### config.mk
export PLATFORM = sky130hd
export DESIGN_NAME = ahb_slave_if
export DESIGN_NICKNAME = d
export VERILOG_FILES = /design/src/rtl/ahb_slave_if.sv
export SDC_FILE = /design/constraint.sdc
export NUM_CORES = 1
export LEC_CHECK = 0
export CORE_MARGIN = 2
export CORE_UTILIZATION = 46
export DETAILED_ROUTE_END_ITERATION = 7
export PLACE_DENSITY_LB_ADDON = 0.3
export REMOVE_ABC_BUFFERS = 1
export SETUP_SLACK_MARGIN = 0.4
export SYNTH_ARGS = -nofsm -noshare
export SYNTH_HDL_FRONTEND = slang
export SYNTH_SLANG_ARGS = --single-unit
### constraint.sdc
create_clock -name CLK -period 7.1 [get_ports CLK]
set_input_delay 1.42 -clock CLK [delete_from_list [all_inputs] [get_ports CLK]]
set_output_delay 1.42 -clock CLK [all_outputs]
set_load 0.05 [all_outputs]
### src/rtl/ahb_slave_if.sv
// AHB slave front end for an AHB-to-APB bridge: address decode, transfer
// qualification, address/data pipeline and the two-cycle ERROR response FSM.
module ahb_slave_if (
  input  logic        CLK,
  input  logic        HRESET,
  input  logic [31:0] HADDR,
  input  logic        HWRITE,
  input  logic [1:0]  HTRANS,
  input  logic [31:0] HWDATA,
  input  logic [2:0]  HSIZE,
  input  logic        HREADY_IN,
  input  logic        APB_READY,
  output logic        VALID,
  output logic [2:0]  TEMP_SEL,
  output logic [31:0] HADDR_1,
  output logic [31:0] HADDR_2,
  output logic [31:0] HWDATA_1,
  output logic [31:0] HWDATA_2,
  output logic        HWRITE_REG,
  output logic        HREADY_OUT,
  output logic [1:0]  HRESP
);

  typedef enum logic [1:0] {S_OKAY, S_ERR1, S_ERR2} state_t;

  state_t      state_q, state_d;
  logic [31:0] haddr_1_q, haddr_2_q, hwdata_1_q, hwdata_2_q;
  logic        hwrite_q;
  logic        active, aligned, legal;

  // Each peripheral owns one 64 MB window starting at 0x8000_0000.
  generate
    for (genvar gi = 0; gi < 3; gi++) begin : g_decode
      assign TEMP_SEL[gi] = (HADDR[31:26] == 6'(32 + gi));
    end
  endgenerate

  always_comb begin
    aligned = 1'b0;
    case (HSIZE)
      3'b000:  aligned = 1'b1;
      3'b001:  aligned = ~HADDR[0];
      3'b010:  aligned = (HADDR[1:0] == 2'b00);
      default: aligned = 1'b0;
    endcase
  end

  assign active = HREADY_IN & HTRANS[1];
  assign legal  = (|TEMP_SEL) & aligned;

  always_ff @(posedge CLK or posedge HRESET) begin
    if (HRESET) begin
      state_q <= S_OKAY;
    end else begin
      state_q <= state_d;
    end
  end

  always_comb begin
    state_d    = state_q;
    VALID      = 1'b0;
    HRESP      = 2'b00;
    HREADY_OUT = APB_READY;
    case (state_q)
      S_OKAY: begin
        VALID = active & legal;
        if (active && !legal) state_d = S_ERR1;
      end
      S_ERR1: begin
        HRESP      = 2'b01;
        HREADY_OUT = 1'b0;
        state_d    = S_ERR2;
      end
      S_ERR2: begin
        HRESP      = 2'b01;
        HREADY_OUT = 1'b1;
        state_d    = S_OKAY;
      end
      default: state_d = S_OKAY;
    endcase
    // Reset must show an idle, ready slave even before any clock edge.
    if (HRESET) begin
      VALID      = 1'b0;
      HRESP      = 2'b00;
      HREADY_OUT = 1'b1;
    end
  end

  // The pipeline follows the bus-wide ready only; error state does not stall it.
  always_ff @(posedge CLK or posedge HRESET) begin
    if (HRESET) begin
      haddr_1_q  <= '0;
      haddr_2_q  <= '0;
      hwdata_1_q <= '0;
      hwdata_2_q <= '0;
      hwrite_q   <= 1'b0;
    end else if (HREADY_IN) begin
      haddr_1_q  <= HADDR;
      haddr_2_q  <= haddr_1_q;
      hwdata_1_q <= HWDATA;
      hwdata_2_q <= hwdata_1_q;
      hwrite_q   <= HWRITE;
    end
  end

  assign HADDR_1    = haddr_1_q;
  assign HADDR_2    = haddr_2_q;
  assign HWDATA_1   = hwdata_1_q;
  assign HWDATA_2   = hwdata_2_q;
  assign HWRITE_REG = hwrite_q;

endmodule

Word level (Yosys, flattened, before mapping)
Cells that the tools add are included.
{"block": "totals", "in_bits": 74, "output_inout_bits": 136, "register_bits": 131}
{"block": "op_classes", "muxes": 9, "n_bitwise": 4, "eq_ne": 8, "n_reduce_logical": 7}
{"cell": "6-bit equality test, second input constant", "count": 3}
{"cell": "2-bit logical NOT", "count": 2}
{"cell": "1-bit 2-to-1 mux", "count": 4}
{"cell": "2-bit 2-to-1 mux", "count": 2}
{"cell": "2-bit case mux with 2 select lines", "count": 1}
{"cell": "1-bit bitwise AND", "count": 3}
{"cell": "3-bit by 1-bit equality test with 1-bit output, second input constant", "count": 1}
{"cell": "3-bit by 2-bit equality test with 1-bit output, second input constant", "count": 1}
{"cell": "3-bit logical NOT", "count": 1}
{"cell": "1-bit case mux with 3 select lines", "count": 1}
{"cell": "3-bit OR reduction", "count": 1}
{"cell": "2-bit by 1-bit equality test with 1-bit output, second input constant", "count": 1}
{"cell": "2-bit equality test, second input constant", "count": 1}
{"cell": "2-bit inequality test, second input constant", "count": 1}
{"cell": "1-bit case mux with 2 select lines", "count": 1}
{"cell": "2-bit OR reduction", "count": 1}
{"cell": "1-bit logical AND", "count": 1}
{"cell": "1-bit logical NOT", "count": 1}
{"cell": "1-bit inverter", "count": 1}

Depth between registers and ports, before layout
{"block": "logic_depth", "ltp_word": 7, "ltp_mapped": 6, "mapped_depth_nobuf": 6}

Worst setup path before layout
Ideal clock, no wire load.
{"block": "synth_path", "path_type": "in2out", "start": "input HRESET", "end": "output HREADY_OUT", "n_path_buf": 0, "slack_ns": 0.299, "required_time_ns": 5.680, "arrival_time_ns": 5.381, "path_stages": 2, "cell_sequence": "inv_1 nand2_1"}
{"block": "synth_via", "elab_chain_len": 1}
{"element": "from (decl)", "line_no": "5", "text": "input logic HRESET,"}
{"element": "1-bit 2-to-1 mux", "line_no": "82", "text": "if (HRESET) begin"}
{"element": "to (decl)", "line_no": "20", "text": "output logic HREADY_OUT,"}
No other way between the ends.

Worst setup path after layout
{"block": "layout_path", "start": "input HADDR[30]", "end": "output TEMP_SEL[1]"}
{"block": "layout_via", "elab_chain_len": 1}
{"element": "from (decl)", "line_no": "6", "text": "input logic [31:0] HADDR,"}
{"element": "6-bit equality test", "line_no": "34", "text": "assign TEMP_SEL[gi] = (HADDR[31:26] == 6'(32 + gi));"}
{"element": "to (decl)", "line_no": "14", "text": "output logic [2:0] TEMP_SEL,"}
No other way between the ends.

==> qor.yml <==
outcome: "finished clean"
place_hpwl_mm: 7.59
port_buffers: 207
fmax_mhz: 202
core_area_um2: 10800
synthTopCellsByArea: "dfrtp_1 65%, mux2_2 29%, buf_4 1.8%, ha_1 0.99%, nor3b_2 0.50%"
rr_worst_depth: 6
power_density_nw_per_um2: 315
drt_iter0_drc: 76
swShare: 0.345
synth_cell_types: 16
period_minus_slack_ps: 4940
hold_violations: 0
drc: 0
synth_warnings: 0
critical_path_peak_fanout: 3
yosys-top-cells-count: "131 x dfrtp_1, 131 x mux2_2, 12 x buf_4"
synth_seq_cells: 131
cp-end-kind: "output pin"
p_sw_mw: 0.840
crit_path_frequent_cell: "clkdlybuf4s50_1"
cts_setup_buffers: 0
clk_pin_slew_ps: 60
slew_headroom: 0.431
finalNonFillerCells: 668
grt_overflow: 0
cts_hold_buffers: 0
worstPathArrival_ps: 3520
pin_count: 210
path_cells: "clkdlybuf4s50_1, or4b_4, nor3b_2, clkdlybuf4s50_1"
finalCritPeriodShare: 0.696
grt_setup_unrepaired: "false"
path_class: "primary input to output pin"
clkSinkCount: 131
track_usage: 0.191
pwr-share-comb: 0.318
rows: 38
post_drt_wl_per_cell_um: 16.2
syn_area_um2: 5050
viasPerCell: 4.89
setup_viol: 0
globalplace.congestion: 0.766
grt_max_degree: 69
clockBufferDepth: 2
slew_viol_final: 0
slowest_stage: "clkdlybuf4s50_1"
antenna_found_initial: 0
drt_wl_total_mm: 10.8
cts_max_level: 4
postCtsResizedCells: 0
pwr-share-clk: 0.311
synth_top_area_share: 0.649
ir_drop_mv: 0.194
leakage_nw: 3.21
synthesis.area_per_instance_um2: 16.7
tightest_slew_ps: 854
ys_async_sr_fraction: 1.00
nNetsFinal: 593
cpPeakStageDelay_ps: 830
whs_path_depth: 1
drive_above_1_share: 0.318
hold_path_class: "flop to flop"
fin_setup_tns_ps: 0
syn_to_final_growth_pct: 53.1
finClkSkew_ps: 2.98
worstPathBufferInverterCount: 2
grt_pass1_wl_mm: 17.0
clk_latency_ps: 510
fin_ws_ps: 2160
synth_flop_cell: "dfrtp_1"
numCtsBuffers: 17
synth_edf_count: 0
diodes: 0
dp_cells: 636
start_util: 0.468
chipWidth_um: 109
synthCells: 302
die_h_um: 109
firstDrtPassIters: 3
ys_seq_area_frac: 0.649
required_ps: 5680
power_frac_seq: 0.371
synth_top_cell_by_area: "dfrtp_1"
utilization: 0.716
grt_pass1_vias: 3468
die_area_um2: 11800
drtAntennaViolNets: 0
internal_power_mw: 1.59
fill_cells: 739
maxCapViolCount: 0
root_buffer: "clkbuf_8"
vias: 3266
critPathTopFamily: "buffers and inverters"
tritoncts: "done"
dp_slack_ps: 2150
critPathLaunchType: "primary input"
path_depth: 4
worst reg2reg max path: stages, from the launching register on:
cell and delay (ps):
dfrtp_1 390, inv_1 110, ha_1 190, nor2b_1 130, o2111ai_1 130, nand2_1 150
mux2_2 350
final timing paths:
kind,startpoint,end,slack (ps)
max in group asynchronous,HRESET,HADDR_2[29],4280
setup / recovery,HADDR[30],TEMP_SEL[1],2160
setup reg to reg,state_q[0],state_q[1],5530
hold reg to reg,HADDR_2[0],HADDR_2[0],500
hold / removal,HADDR_2[0],HADDR_2[0],500
min in group asynchronous,HRESET,HADDR_1[26],1470
flip-flops by register name (all words and copies together), names as in the netlist:
| signal | flops |
|---|---|
| state_q | 2 |
| HWDATA_2 | 32 |
| HWRITE_REG | 1 |
| HWDATA_1 | 32 |
| HADDR_2 | 32 |
| HADDR_1 | 32 |
logic make-up (layout without fill, tap and decap cells):
kind of cell,count (synthesis),in the layout,share of synthesized area
adder cells (fa/ha/maj),4,4,0.00992
multiplexers,132,132,0.294
flip-flops,131,131,0.649
other,1,1,0.000743
AND/OR/NAND/NOR,14,14,0.0198
buffers and inverters,18,244,0.0231
AO/OA/AOI/OAI,2,2,0.00273
metal layers:
layer	vias to the layer above	track usage	routed length, um
li1	1497	-	-
met1	1621	0.213	4100
met2	127	0.315	5500
met3	21	0.0777	959
met4	0	0.0943	229
met5	-	0	0
cell usage in the layout, fill, tap and decap left out:
cell             instances
a21oi_1                  1
nor4b_2                  1
mux2i_1                  1
inv_4                    1
clkbuf_8                 4
or4b_4                   1
inv_1                    2
nor3b_2                  2
clkdlybuf4s50_1        206
o2111ai_1                1
clkinvlp_4               3
buf_4                    3
conb_1                   1
clkinv_4                 1
mux2_2                 131
dfrtp_1                131
ha_1                     4
clkbuf_16               16
nor3_1                   3
nor2b_1                  2
nand2_1                  5
clkinv_2                 5
clkbuf_1                 3
final cells by class:
type                            count  area [um2]  share of cell area
Clock inverter                      9        56.3             0.00729
Multi-Input combinational cell    153        1650               0.214
Timing Repair Buffer              209        2080               0.270
Clock buffer                       23         467              0.0604
Sequential cell                   131        3280               0.424
Inverter                            3        13.8             0.00178
Tap cell                          140         175              0.0227
power by group through the flow:
stage / clock (mW) / sequential [mW] / combinational [mW]
final: 0.757 / 0.902 / 0.774
after floorplan: 0 / 1.24 / 0.159
after global placement: 0 / 0.908 / 0.769
after CTS: 0.777 / 0.903 / 0.782
after global routing: 0.808 / 0.916 / 0.808
after detailed placement: 0 / 0.916 / 0.778
metrics by stage:
stage	power, mW	instance area, um2	hold slack [ps]
floorplan	1.40	4940	506
global placement	1.68	7200	489
detailed placement	1.69	7200	494
CTS	2.46	7730	507
global route	2.53	7730	514
finish	2.43	7730	505
Note: power is estimated with default switching activity, not from simulation.
